<file path="src/rtl/mem_arbiter_2port.sv">
// -----------------------------------------------------------------------------
// mem_arbiter_2port
//
// Purpose:
//   Round-robin arbiter and access sequencer placed in front of a small
//   single-port memory (DATA_W x 2**ADDR_W). Two client blocks (A and B)
//   issue single-word read or write requests. One request is granted at a
//   time. The granted access is replayed onto the memory pins for exactly
//   one cycle. For a read, the block then waits out the memory read latency
//   and returns the data with a one-cycle done pulse.
//
// Ports:
//   CLK, RESET           clock; synchronous active-high reset
//   A_REQ / B_REQ        level request, sampled only while idle
//   A_WE  / B_WE         1 = write, 0 = read
//   A_ADDR / B_ADDR      target address
//   A_DIN / B_DIN        write data
//   A_GNT / B_GNT        one-cycle pulse: request latched
//   A_DONE / B_DONE      one-cycle pulse: access complete
//   A_DOUT / B_DOUT      last read data for that requester (held)
//   MEM_D_IN, MEM_ADDR   memory data/address (driven only while accessing)
//   MEM_R_ENABLE,
//   MEM_W_ENABLE         memory enables, one-cycle pulse per access
//   MEM_D_OUT            memory read data
//
// Timing (request sampled at edge 0):
//   cycle 1            GNT and the memory enable are high
//   cycle 2            DONE for a write
//   cycle 2+LAT        DONE for a read, DOUT already updated
// All outputs are registered.
// -----------------------------------------------------------------------------
module mem_arbiter_2port #(
  parameter int DATA_W       = 8,
  parameter int ADDR_W       = 3,
  parameter int MEM_READ_LAT = 1
) (
  input  logic              CLK,
  input  logic              RESET,

  input  logic              A_REQ,
  input  logic              A_WE,
  input  logic [ADDR_W-1:0] A_ADDR,
  input  logic [DATA_W-1:0] A_DIN,
  output logic              A_GNT,
  output logic              A_DONE,
  output logic [DATA_W-1:0] A_DOUT,

  input  logic              B_REQ,
  input  logic              B_WE,
  input  logic [ADDR_W-1:0] B_ADDR,
  input  logic [DATA_W-1:0] B_DIN,
  output logic              B_GNT,
  output logic              B_DONE,
  output logic [DATA_W-1:0] B_DOUT,

  output logic [DATA_W-1:0] MEM_D_IN,
  output logic [ADDR_W-1:0] MEM_ADDR,
  output logic              MEM_R_ENABLE,
  output logic              MEM_W_ENABLE,
  input  logic [DATA_W-1:0] MEM_D_OUT
);

  // Wait counter preload. The legal latency range 1..7 fits in 3 bits.
  localparam logic [2:0] READ_LAT_CNT = 3'(MEM_READ_LAT);

  typedef enum logic [1:0] {
    ST_IDLE   = 2'd0,
    ST_ACCESS = 2'd1,
    ST_WAIT   = 2'd2,
    ST_RESP   = 2'd3
  } state_t;

  // ---------------------------------------------------------------------------
  // Requester inputs gathered into index-addressable form (0 = A, 1 = B).
  // ---------------------------------------------------------------------------
  logic [1:0]        req_vec;
  logic [1:0]        we_vec;
  logic [ADDR_W-1:0] addr_vec [2];
  logic [DATA_W-1:0] din_vec  [2];
  logic [DATA_W-1:0] dout_vec [2];

  assign req_vec     = {B_REQ, A_REQ};
  assign we_vec      = {B_WE, A_WE};
  assign addr_vec[0] = A_ADDR;
  assign addr_vec[1] = B_ADDR;
  assign din_vec[0]  = A_DIN;
  assign din_vec[1]  = B_DIN;

  // ---------------------------------------------------------------------------
  // State
  // ---------------------------------------------------------------------------
  state_t            state_reg;
  logic              pri_reg;      // requester favoured on a tie
  logic              op_idx_reg;   // owner of the current transaction
  logic              op_we_reg;    // current transaction is a write
  logic [2:0]        cnt_reg;      // read-latency countdown
  logic [1:0]        gnt_reg;
  logic [1:0]        done_reg;
  logic [DATA_W-1:0] mem_d_in_reg;
  logic [ADDR_W-1:0] mem_addr_reg;
  logic              mem_r_en_reg;
  logic              mem_w_en_reg;

  // ---------------------------------------------------------------------------
  // Winner selection. With a single request the requester that asserts wins,
  // so bit 1 of the request vector is the index. On a tie the priority
  // pointer decides.
  // ---------------------------------------------------------------------------
  logic sel_valid;
  logic sel_idx;

  always_comb begin
    sel_valid = |req_vec;
    sel_idx   = (&req_vec) ? pri_reg : req_vec[1];
  end

  // Read data is sampled on the last WAIT cycle. This is the cycle in which
  // the memory presents the word.
  logic capture_en;
  assign capture_en = (state_reg == ST_WAIT) && (cnt_reg == 3'd1);

  // ---------------------------------------------------------------------------
  // Sequencer. The memory pins and the pulses are registered. Each is loaded
  // on the edge that enters the state in which it must be visible. This keeps
  // the enables and GNT aligned with the ACCESS cycle, and keeps DONE aligned
  // with the RESP cycle.
  // ---------------------------------------------------------------------------
  always_ff @(posedge CLK) begin
    if (RESET) begin
      state_reg    <= ST_IDLE;
      pri_reg      <= 1'b0;
      op_idx_reg   <= 1'b0;
      op_we_reg    <= 1'b0;
      cnt_reg      <= '0;
      gnt_reg      <= '0;
      done_reg     <= '0;
      mem_d_in_reg <= '0;
      mem_addr_reg <= '0;
      mem_r_en_reg <= 1'b0;
      mem_w_en_reg <= 1'b0;
    end else begin
      // Pulses and memory pins default low. They are driven only for the
      // single cycle in which they apply.
      gnt_reg      <= '0;
      done_reg     <= '0;
      mem_d_in_reg <= '0;
      mem_addr_reg <= '0;
      mem_r_en_reg <= 1'b0;
      mem_w_en_reg <= 1'b0;

      case (state_reg)
        ST_IDLE: begin
          if (sel_valid) begin
            op_idx_reg        <= sel_idx;
            op_we_reg         <= we_vec[sel_idx];
            gnt_reg[sel_idx]  <= 1'b1;
            mem_addr_reg      <= addr_vec[sel_idx];
            if (we_vec[sel_idx]) begin
              mem_w_en_reg <= 1'b1;
              mem_d_in_reg <= din_vec[sel_idx];
            end else begin
              mem_r_en_reg <= 1'b1;
            end
            state_reg <= ST_ACCESS;
          end
        end

        ST_ACCESS: begin
          if (op_we_reg) begin
            done_reg[op_idx_reg] <= 1'b1;
            state_reg            <= ST_RESP;
          end else begin
            cnt_reg   <= READ_LAT_CNT;
            state_reg <= ST_WAIT;
          end
        end

        ST_WAIT: begin
          if (cnt_reg == 3'd1) begin
            done_reg[op_idx_reg] <= 1'b1;
            state_reg            <= ST_RESP;
          end else begin
            cnt_reg <= cnt_reg - 3'd1;
          end
        end

        ST_RESP: begin
          // Hand the tie-break to the requester that was not just served.
          pri_reg   <= ~op_idx_reg;
          state_reg <= ST_IDLE;
        end

        default: state_reg <= ST_IDLE;
      endcase
    end
  end

  // ---------------------------------------------------------------------------
  // Per-requester read-data holding registers. Each register changes only
  // when its own read completes. The other requester's traffic never touches
  // it.
  // ---------------------------------------------------------------------------
  genvar gi;
  generate
    for (gi = 0; gi < 2; gi++) begin : g_port
      logic [DATA_W-1:0] dout_reg;

      always_ff @(posedge CLK) begin
        if (RESET) begin
          dout_reg <= '0;
        end else if (capture_en && (op_idx_reg == 1'(gi))) begin
          dout_reg <= MEM_D_OUT;
        end
      end

      assign dout_vec[gi] = dout_reg;
    end
  endgenerate

  // ---------------------------------------------------------------------------
  // Outputs
  // ---------------------------------------------------------------------------
  assign A_GNT        = gnt_reg[0];
  assign B_GNT        = gnt_reg[1];
  assign A_DONE       = done_reg[0];
  assign B_DONE       = done_reg[1];
  assign A_DOUT       = dout_vec[0];
  assign B_DOUT       = dout_vec[1];
  assign MEM_D_IN     = mem_d_in_reg;
  assign MEM_ADDR     = mem_addr_reg;
  assign MEM_R_ENABLE = mem_r_en_reg;
  assign MEM_W_ENABLE = mem_w_en_reg;

endmodule
</file>
<file path="config.mk">
export PLATFORM = sky130hd
export DESIGN_NAME = mem_arbiter_2port
export DESIGN_NICKNAME = d
export VERILOG_FILES = /design/src/rtl/mem_arbiter_2port.sv
export SDC_FILE = /design/constraint.sdc
export NUM_CORES = 1
export LEC_CHECK = 0
export CORE_ASPECT_RATIO = 1.5
export CORE_MARGIN = 1
export CORE_UTILIZATION = 42
export DETAILED_ROUTE_END_ITERATION = 6
export PLACE_DENSITY = 0.76
export SLEW_MARGIN = 10
export SYNTH_ARGS = -nofsm -noshare
export SYNTH_HDL_FRONTEND = slang
export SYNTH_SLANG_ARGS = --single-unit
</file>
<file path="constraint.sdc">
create_clock -name CLK -period 2 [get_ports CLK]
set_input_delay 0.5 -clock CLK [delete_from_list [all_inputs] [get_ports CLK]]
set_output_delay 0.5 -clock CLK [all_outputs]
set_load 0.02 [all_outputs]
</file>
==> impl_metrics.csv <==
group,metric,value,unit
grt,grt_start_max_net_pins,16,
routing,met2_length,1.90,mm
clock_network,clkLatencyLatePin,0.29,ns
floorplan,die-area,4280,sq um
logic_synthesis,synth.largest_area_cell,"dfxtp_1",
logic_synthesis,syn_nets,217,
setup_path,regToRegEndpoint,"A_DOUT[3]",
setup_path,crit_path_start,"state_reg[0]",
grt,antenna_found_initial,0,
logic_synthesis,ys.flop_type,"dfxtp_1",
setup_path,slowest_stage,"and4bb_2",
job,max-cap-violations,0,
setup_path,r2r_start,"state_reg[0]",
setup_path,crit_type,"register to register",
clock_network,cts_sinks,41,
logic_synthesis,yosysMostFrequentCell,"dfxtp_1",
floorplan,fp.dieH,79.6,um
logic_synthesis,synth_warnings,0,
setup_path,crit_chain,"inv_1 > ha_1 > and4bb_2 > mux2i_1 > nor2_1",
sta,period_share,0.888,
logic_synthesis,ys_seq_elements,41,
routing,drc,0,
place,gp_congestion,0.816,
routing,viasPerCell,5.14,
logic_synthesis,synth_top_area_share,0.486,
sta,skew,0.00474,ns
grt,grt_pass1_vias,1364,
grt,grt_overflow,0,
sta,finalHoldViolations,0,
setup_path,cp.required,2.18,ns
power,irDropWorstVdd,0.723,mV
setup_path,cp_max_fo,10,
setup_path,endpoint,"A_DOUT[3]",
setup_path,arrival,1.96,ns
clock_network,cts_tree,"built",
cells_and_area,drive_gt1_frac,0.0694,
grt,grt.total_usage,0.189,
cells_and_area,antenna_cells,0,
power,p_total,2420,uW
routing,drt_iter0_drc,25,
routing,topRoutingLayerUsed,"met4",
clock_network,clk_path_buf_depth,2,
grt,grt_first_pass_wirelength,6.03,mm
setup_path,crit_cells,5,
setup_path,crit_family,"simple AND/OR/NAND/NOR gates",
sta,setup_viol_count_final,0,
routing,wirelength,3.78,mm
clock_network,cts_resized,0,
clock_network,cts_buffers,5,
setup_path,critPathBufInv,1,
logic_synthesis,synthTopCellsByArea,"dfxtp_1 49%, mux2i_1 5.3%, ha_1 5.2%",
routing,met1_length,1.52,mm
place,port_buffers,68,
setup_path,r2r_cells,5,
logic_synthesis,synth_seq_area_share,0.486,
sta,rsz0062_at_grt,"false",
floorplan,row_count,27,
power,leakagePower,0.000921,uW
routing,via_count,1480,
power,power_density,965,nW/um^2
floorplan,core-area,3750,sq um
clock_network,cts_setup_buffers,0,
routing,dr.pass1.iters,4,
floorplan,ios,69,
logic_synthesis,syn_area,1690,sq um
setup_path,start_kind,"register",
sta,worst_pin_slew,0.504,ns
logic_synthesis,yosysUniqueCellTypes,43,
outcome,outcome,"completed",
routing,wl_per_cell,13.1,um
setup_path,slowest_delay,0.48,ns
sta,finalSetupTns,0,ns
clock_network,clk_pin_slew,0.07,ns
routing,postRouteAntennaNets,0,
cells_and_area,area_delta_synth_final,48.8,%
floorplan,fp.dieW,53.8,um
logic_synthesis,async_reset_ff_frac,0,
logic_synthesis,syn_area_per_cell,9.70,sq um
cells_and_area,fill_cells,320,
sta,slew_headroom,0.655,
sta,max_freq,0.563,GHz
place,dp_hpwl,2.85,mm
logic_synthesis,synth_common_cells,"41 x dfxtp_1, 18 x nand2_1, 15 x a21oi_1",
routing,wl_met3,281,um
sta,fin_crit,1.78,ns
logic_synthesis,synth_cells,174,
cells_and_area,final_nets,287,
hold_path,hold_path_class,"register to register",
cells_and_area,final_cells,288,
setup_path,endpoint_kind,"register",
logic_synthesis,synth_edf_count,0,
clock_network,ctsHoldBuffers,0,
place,dp.cells,280,
floorplan,start_util,0.450,
sta,final_max_slew_viol_count,0,
setup_path,regToRegSetupSlack,0.22,ns
clock_network,cts_max_level,2,
clock_network,cts-root-buf,"clkbuf_8",
[stage by stage]
stage,cell area (sq um),utilization,setup WS [ns],hold WS (ns)
finish,2510,0.670,0.224,0.454
global placement,2390,0.639,0.135,0.442
global route,2510,0.670,0.0934,0.471
floorplan,1690,-,0.443,0.485
detailed placement,2390,0.639,0.0931,0.448
CTS,2510,0.670,0.219,0.459
[cell type report]
cell class	count	area (sq um)	area share
Clock buffer	7	86.3	0.0344
Clock inverter	1	30.0	0.0120
Inverter	6	25.0	0.00997
Multi-Input combinational cell	118	785	0.312
Sequential cell	41	821	0.327
Tap cell	43	53.8	0.0214
Timing Repair Buffer	72	711	0.283
[cell families (layout without fill, tap and decap cells)]
group,Yosys count,after routing,share of synthesized area
compound gates,41,41,0.163
fa+ha+maj,7,7,0.0519
buf+inv,15,86,0.0489
flops,41,41,0.486
mux,9,9,0.0534
simple gates,61,61,0.196
[where the power goes]
group	switching, uW	total, uW	internal (uW)	leakage, uW
logic	395	767	372	0.000529
clock network	270	677	407	0.0000585
registers	64.1	980	916	0.000333
total	730	2420	1690	0.000921
[routing by layer]
metal / vias up / global-route usage
met2: 49 / 0.317
met1: 670 / 0.212
met5: - / 0
met3: 8 / 0.0610
li1: 753 / -
met4: 0 / 0.0711
[worst min-delay path by stage]
stage                     depth (start not counted)         to       from  slack (ns)
after floorplan                                   2  op_we_reg  op_we_reg        0.48
after global placement                            2  B_DOUT[2]  B_DOUT[2]        0.44
after detailed placement                          2  B_DOUT[4]  B_DOUT[4]        0.45
after CTS                                         2  B_DOUT[4]  B_DOUT[4]        0.46
after global routing                              2  B_DOUT[4]  B_DOUT[4]        0.47
final                                             2  B_DOUT[4]  B_DOUT[4]        0.45
[worst min-delay path, stage by stage, from the launching register on]
cell and delay [ns]:
dfxtp_1 0.31, nand2_1 0.05, a21oi_1 0.05
[cell usage in the layout, fill, tap and decap left out, types with 2 or more instances in the layout]
master,synthesis,layout
clkdlybuf4s50_1,0,68
dfxtp_1,41,41
nand2_1,18,18
a21oi_1,15,15
nor2_1,12,12
mux2i_1,9,9
a22o_1,8,8
o21ai_0,7,7
ha_1,7,7
nand3_1,6,6
clkbuf_8,0,6
inv_1,5,5
nand2b_1,4,4
buf_4,1,4
nor2b_1,3,3
or4_1,2,2
nor3_1,2,2
and4_1,2,2
(Power assumes the default switching activity.)
